$ cat src/rtl/jtag_l2_arb_pkg.sv
// Shared types and constants for the JTAG/core L2 SRAM arbiter.
package jtag_l2_arb_pkg;

  localparam int NUM_MASTERS = 2;
  localparam int MST_JTAG    = 0;
  localparam int MST_CORE    = 1;

  typedef enum logic {
    ST_IDLE   = 1'b0,
    ST_LOCKED = 1'b1
  } arb_state_e;

endpackage

$ cat src/rtl/rr_pick2.sv
// Two-requester round-robin pick: a lone requester wins, a tie goes to prio.
module rr_pick2
  import jtag_l2_arb_pkg::*;
(
  input  logic [NUM_MASTERS-1:0] req,
  input  logic                   prio,
  output logic [NUM_MASTERS-1:0] gnt
);

  always_comb begin
    gnt = '0;
    if (req[MST_JTAG] && req[MST_CORE]) begin
      gnt[MST_CORE] = prio;
      gnt[MST_JTAG] = ~prio;
    end else if (req[MST_JTAG]) begin
      gnt[MST_JTAG] = 1'b1;
    end else if (req[MST_CORE]) begin
      gnt[MST_CORE] = 1'b1;
    end
  end

endmodule

$ cat src/rtl/jtag_l2_arbiter.sv
// Arbitrates the JTAG bridge and the core onto one single-port L2 SRAM,
// with burst locking, an idle-timeout release and a one-cycle response path.
module jtag_l2_arbiter
  import jtag_l2_arb_pkg::*;
#(
  parameter int TIMEOUT = 16
) (
  input  logic                         clk_i,
  input  logic                         rst_i,
  input  logic [NUM_MASTERS-1:0]       m_req_i,
  input  logic [NUM_MASTERS-1:0]       m_we_i,
  input  logic [NUM_MASTERS-1:0][31:0] m_addr_i,
  input  logic [NUM_MASTERS-1:0][31:0] m_wdata_i,
  input  logic [NUM_MASTERS-1:0][3:0]  m_be_i,
  input  logic [NUM_MASTERS-1:0][7:0]  m_len_i,
  output logic [NUM_MASTERS-1:0]       m_gnt_o,
  output logic [NUM_MASTERS-1:0]       m_rvalid_o,
  output logic [31:0]                  m_rdata_o,
  output logic                         mem_req_o,
  output logic                         mem_we_o,
  output logic [31:0]                  mem_addr_o,
  output logic [31:0]                  mem_wdata_o,
  output logic [3:0]                   mem_be_o,
  input  logic [31:0]                  mem_rdata_i,
  output logic                         err_timeout_o
);

  localparam int IDLE_W = $clog2(TIMEOUT + 1);
  localparam logic [IDLE_W-1:0] IDLE_LAST = IDLE_W'(TIMEOUT - 1);

  arb_state_e             state_q, state_d;
  logic                   owner_q, owner_d;
  logic [7:0]             beats_left_q, beats_left_d;
  logic [31:0]            next_addr_q, next_addr_d;
  logic [IDLE_W-1:0]      idle_cnt_q, idle_cnt_d;
  logic                   rr_prio_q, rr_prio_d;
  logic [NUM_MASTERS-1:0] rvalid_q;

  logic [NUM_MASTERS-1:0] pick_gnt;
  logic [NUM_MASTERS-1:0] gnt_raw;
  logic [31:0]            addr_raw;
  logic                   err_raw;
  logic                   winner;
  logic                   sel;

  rr_pick2 u_pick (
    .req  (m_req_i),
    .prio (rr_prio_q),
    .gnt  (pick_gnt)
  );

  assign winner = pick_gnt[MST_CORE];

  always_comb begin
    state_d      = state_q;
    owner_d      = owner_q;
    beats_left_d = beats_left_q;
    next_addr_d  = next_addr_q;
    idle_cnt_d   = idle_cnt_q;
    rr_prio_d    = rr_prio_q;
    gnt_raw      = '0;
    addr_raw     = '0;
    err_raw      = 1'b0;
    case (state_q)
      ST_IDLE: begin
        gnt_raw = pick_gnt;
        if (|pick_gnt) begin
          addr_raw = m_addr_i[winner];
          if (m_len_i[winner] == 8'd0) begin
            rr_prio_d = ~winner;
          end else begin
            state_d      = ST_LOCKED;
            owner_d      = winner;
            beats_left_d = m_len_i[winner];
            next_addr_d  = m_addr_i[winner] + 32'd4;
            idle_cnt_d   = '0;
          end
        end
      end
      ST_LOCKED: begin
        // An owner request always wins over an expiring idle count.
        if (m_req_i[owner_q]) begin
          gnt_raw[owner_q] = 1'b1;
          addr_raw         = next_addr_q;
          next_addr_d      = next_addr_q + 32'd4;
          beats_left_d     = beats_left_q - 8'd1;
          idle_cnt_d       = '0;
          if (beats_left_q == 8'd1) begin
            state_d   = ST_IDLE;
            rr_prio_d = ~owner_q;
          end
        end else if (idle_cnt_q == IDLE_LAST) begin
          err_raw    = 1'b1;
          state_d    = ST_IDLE;
          rr_prio_d  = ~owner_q;
          idle_cnt_d = '0;
        end else begin
          idle_cnt_d = idle_cnt_q + 1'b1;
        end
      end
      default: state_d = ST_IDLE;
    endcase
  end

  // Reset forces every output low at once, even with requests pending.
  always_comb begin
    m_gnt_o       = rst_i ? '0 : gnt_raw;
    err_timeout_o = err_raw & ~rst_i;
    sel           = m_gnt_o[MST_CORE];
    mem_req_o     = |m_gnt_o;
    mem_we_o      = 1'b0;
    mem_addr_o    = '0;
    mem_wdata_o   = '0;
    mem_be_o      = '0;
    if (mem_req_o) begin
      mem_we_o    = m_we_i[sel];
      mem_addr_o  = addr_raw;
      mem_wdata_o = m_wdata_i[sel];
      mem_be_o    = m_be_i[sel];
    end
  end

  assign m_rvalid_o = rvalid_q;
  assign m_rdata_o  = (|rvalid_q) ? mem_rdata_i : 32'd0;

  always_ff @(posedge clk_i or posedge rst_i) begin
    if (rst_i) begin
      state_q      <= ST_IDLE;
      owner_q      <= 1'b0;
      beats_left_q <= '0;
      next_addr_q  <= '0;
      idle_cnt_q   <= '0;
      rr_prio_q    <= 1'b0;
      rvalid_q     <= '0;
    end else begin
      state_q      <= state_d;
      owner_q      <= owner_d;
      beats_left_q <= beats_left_d;
      next_addr_q  <= next_addr_d;
      idle_cnt_q   <= idle_cnt_d;
      rr_prio_q    <= rr_prio_d;
      rvalid_q     <= m_gnt_o;
    end
  end

endmodule

$ cat config.mk
export PLATFORM = sky130hd
export DESIGN_NAME = jtag_l2_arbiter
export DESIGN_NICKNAME = d
export VERILOG_FILES = /design/src/rtl/jtag_l2_arb_pkg.sv /design/src/rtl/rr_pick2.sv /design/src/rtl/jtag_l2_arbiter.sv
export SDC_FILE = /design/constraint.sdc
export NUM_CORES = 1
export LEC_CHECK = 0
export CAP_MARGIN = 20
export CORE_AREA = 2 2 123 125
export DETAILED_ROUTE_END_ITERATION = 10
export DIE_AREA = 0 0 125 127
export PLACE_DENSITY_LB_ADDON = 0.15
export SYNTH_ARGS = -nofsm -noshare
export SYNTH_HDL_FRONTEND = slang
export SYNTH_HIERARCHICAL = 1
export SYNTH_SLANG_ARGS = --single-unit
$ cat constraint.sdc
create_clock -name clk_i -period 2.8 [get_ports clk_i]
set_clock_uncertainty 0.15 [all_clocks]
set_input_delay 0.28 -clock clk_i [delete_from_list [all_inputs] [get_ports clk_i]]
set_output_delay 0.28 -clock clk_i [all_outputs]
set_load 0.05 [all_outputs]
==> impl_metrics.py <==
metrics = {
    "synthesis": {
        "synthMuxAreaShare_pct": 11.3,
        "synth-seq-area-share_pct": 25.1,
        "syn_nets": 856,
        "synthDistinctLibCells": 60,
        "ys_top_cells_by_area": "dfrtp_1 (25%), mux2i_1 (7.6%), nor2_1 (7.5%), a22o_1 (7.0%), a21oi_1 (4.9%)",
        "synth-compound-area-share_pct": 28.5,
        "synth.largest_area_cell": "dfrtp_1",
        "synthAdderAreaFrac_pct": 1.26,
        "synth_ff_type": "dfrtp_1",
        "syn_inst": 661,
        "synth_top_area_share_pct": 25.1,
        "synth_edf_count": 0,
        "async_flop_share_pct": 100,
        "avgSynthCellArea_um2": 7.53,
        "synth_area_mm2": 0.00498,
        "synth-seq-cells": 50,
        "synth_top_family_by_area": "compound AO/OA/AOI/OAI gates",
        "synth_xor_area_share_pct": 2.11,
        "yosysWarnings": 6,
        "synthSimpleGateAreaFrac_pct": 25.6,
    },
    "global_route": {
        "met2_usage_pct": 48.5,
        "overflow": 0,
        "antenna_found_initial": 1,
        "grtUsageTotal_pct": 27.5,
        "grt_max_degree": 44,
        "grt_first_pass_wirelength_um": 34800,
        "use_met1_pct": 36.9,
        "grt_pass1_vias": 6134,
        "use_met3_pct": 2.76,
        "busiest_layer": "met2",
    },
    "clock_network": {
        "htreeDepth": 2,
        "clock-sinks": 50,
        "cts_tree": "yes",
        "cts_buffers": 5,
        "insertion_delay_ns": 0.29,
        "clk_pin_slew_worst_paths_ns": 0.07,
        "clk_path_buf_depth": 2,
        "clock-root-buffer": "clkbuf_16",
    },
    "routing": {
        "totalWireLength_um": 25500,
        "viasPerCell": 5.48,
        "drtPass1Iterations": 7,
        "drt_iter0_drc": 406,
        "antenna_left": 0,
        "drc": 0,
        "vias": 6823,
        "detail_route.wl_per_cell_um": 20.5,
    },
    "sta": {
        "period_needed_ns": 2.92,
        "finalMaxSlewViolations": 0,
        "rsz0062_at_grt": "true",
        "timing.slew.headroom_pct": 59.4,
        "fin_crit_sh_pct": 104,
        "finalSetupViolations": 27,
        "tightest_slew_ns": 0.606,
        "max_freq_mhz": 342,
        "setup_slack_ns": -0.124,
        "hold_viol": 0,
    },
    "layout": {
        "drive_above_1_share_pct": 35.8,
        "syn2layout_area_growth_pct": 115,
        "nNetsFinal": 1254,
        "fin_area_mm2": 0.0107,
    },
    "worst_setup_path": {
        "path_cells": "inv_2 > a21boi_4 > buf_12 > buf_8 > mux2_4 > mux2i_4 > nor4_2 > buf_4 > nand4_4 > buf_12 > or4_4 > a31oi_1",
        "crit_required_ns": 2.86,
        "end_kind": "flip-flop",
        "worst-path-buf-inv": 5,
        "max_stage_delay_ns": 0.50,
        "worst-path-max-fanout": 8,
        "critPathMostFrequentCell": "buf_12",
        "cp-start-kind": "flip-flop",
        "critPathKind": "flip-flop to flip-flop",
        "cp_top_family": "simple AND/OR/NAND/NOR gates",
        "worstPathArrival_ns": 2.99,
        "cp_slowest_cell": "or4_4",
    },
    "placement": {
        "dp_hpwl_um": 18100,
        "pre_cts_ws_ns": -0.574,
        "routabilityCongestion": 0.898,
        "place_area_mm2": 0.00927,
        "port_buffers": 296,
    },
    "die": {
        "die_y_um": 127,
        "start_util_pct": 34.5,
        "std_cell_rows": 44,
        "core-area_mm2": 0.0144,
        "die_w_um": 125,
        "boundaryPins": 297,
        "die_area_mm2": 0.0159,
    },
    "power": {
        "p_per_area_mw_per_mm2": 939,
        "finalPower_mw": 10.1,
        "p_leak_nw": 4.32,
        "ir_worst_vdd_v": 0.000572,
    },
    "status": {
        "violations": "setup timing",
        "status": "complete, but fails checks",
    },
    "flow_run": {
        "drv_cap": 0,
    },
    "min_path": {
        "hold_path_class": "flip-flop to flip-flop",
    },
}
-- logic make-up (layout without fill, tap and decap cells) --
group                    after synthesis  in the layout
AO/OA/AOI/OAI                        216            216
XOR/XNOR                              12             12
adder cells (fa/ha/maj)                5              5
buffers and inverters                 68            466
flip-flops                            50             50
multiplexers                          54             54
other                                  0              1
AND/OR/NAND/NOR                      256            256
-- report_power, final --
| part | internal (mW) | leakage (nW) | switching, mW |
|---|---|---|---|
| combinational | 3.63 | 3.66 | 4.38 |
| clock | 0.329 | 0.0640 | 0.278 |
| sequential | 1.07 | 0.601 | 0.373 |
-- Yosys cell counts, types with 4 or more instances --
master	number
or3_1	10
o22ai_1	4
nand3_1	9
o21ai_0	39
a22oi_1	31
nor4_1	5
a22o_1	40
buf_1	4
mux2_2	16
or4_1	8
a31oi_1	15
nand4_1	5
nand2_1	53
buf_2	5
dfrtp_1	50
clkbuf_1	38
nor3_1	8
o31ai_1	9
a21oi_1	49
xnor2_1	10
o21ai_1	10
ha_1	5
nor2_1	100
mux2i_1	38
nor2b_1	34
inv_1	16
-- cell type report --
cell class                 instances  area (µm²)
timing repair buffer             442        4850
antenna                            1        2.50
tap                              184         230
multi-input combinational        543        4160
fill                            1059        3720
inverter                          17        68.8
clock buffer                       7         133
sequential                        50        1250
-- path summary, 6_finish.rpt --
kind | from | to | slack, ns | depth (start not counted)
max | rr_prio_q | next_addr_q[21] | -0.12 | 12
min | beats_left_q[5] | beats_left_q[5] | 0.35 | 1
max reg2reg | rr_prio_q | next_addr_q[21] | -0.12 | 12
min reg2reg | beats_left_q[5] | beats_left_q[5] | 0.35 | 1
max in group asynchronous | rst_i | state_q | 1.47 | 3
min in group asynchronous | rst_i | next_addr_q[4] | 0.50 | 2
-- cell usage in the layout (no fill, tap or decap), types with 20 or more instances in the layout --
master / netlist / routed
a21oi_1: 49 / 38
a22o_4: 0 / 20
a22oi_1: 31 / 30
buf_12: 2 / 50
buf_4: 1 / 117
buf_6: 1 / 29
clkdlybuf4s50_1: 0 / 221
dfrtp_1: 50 / 49
mux2i_1: 38 / 24
nand2_1: 53 / 52
nor2_1: 100 / 61
nor2_4: 0 / 22
nor2b_1: 34 / 34
o21ai_0: 39 / 37
-- registers in the layout, summed over array words and instances, names as in the netlist --
signal        flops
beats_left_q      8
idle_cnt_q        5
m_rvalid_o        2
next_addr_q      32
owner_q           1
rr_prio_q         1
state_q           1
-- timing repair --
item                                    CTS  global route
pin swaps                                23            39
hold buffers                              0             0
endpoints found under the setup margin   87            87
gates resized for setup                  42           132
setup buffers                            20            25
cloned                                    4             9
-- routing by layer --
metal | wire length, µm | vias to the layer above | part of all wire [%]
met5 | 0 | - | 0
met4 | 472 | 0 | 1.8
met3 | 1370 | 35 | 5.4
met2 | 13300 | 292 | 52
met1 | 10400 | 3275 | 41
li1 | - | 3221 | -
-- stage by stage --
stage	utilization (%)	std cells	hold slack (ns)	TNS (ns)
floorplan	-	661	0.261	-0.694
global placement	64.3	1185	0.337	-13.31
detailed placement	64.3	1185	0.336	-17.12
CTS	67.9	1214	0.357	-0.351
global route	74.2	1244	0.402	-5.84
finish	74.2	1244	0.354	-0.975
(Power assumes the default switching activity.)
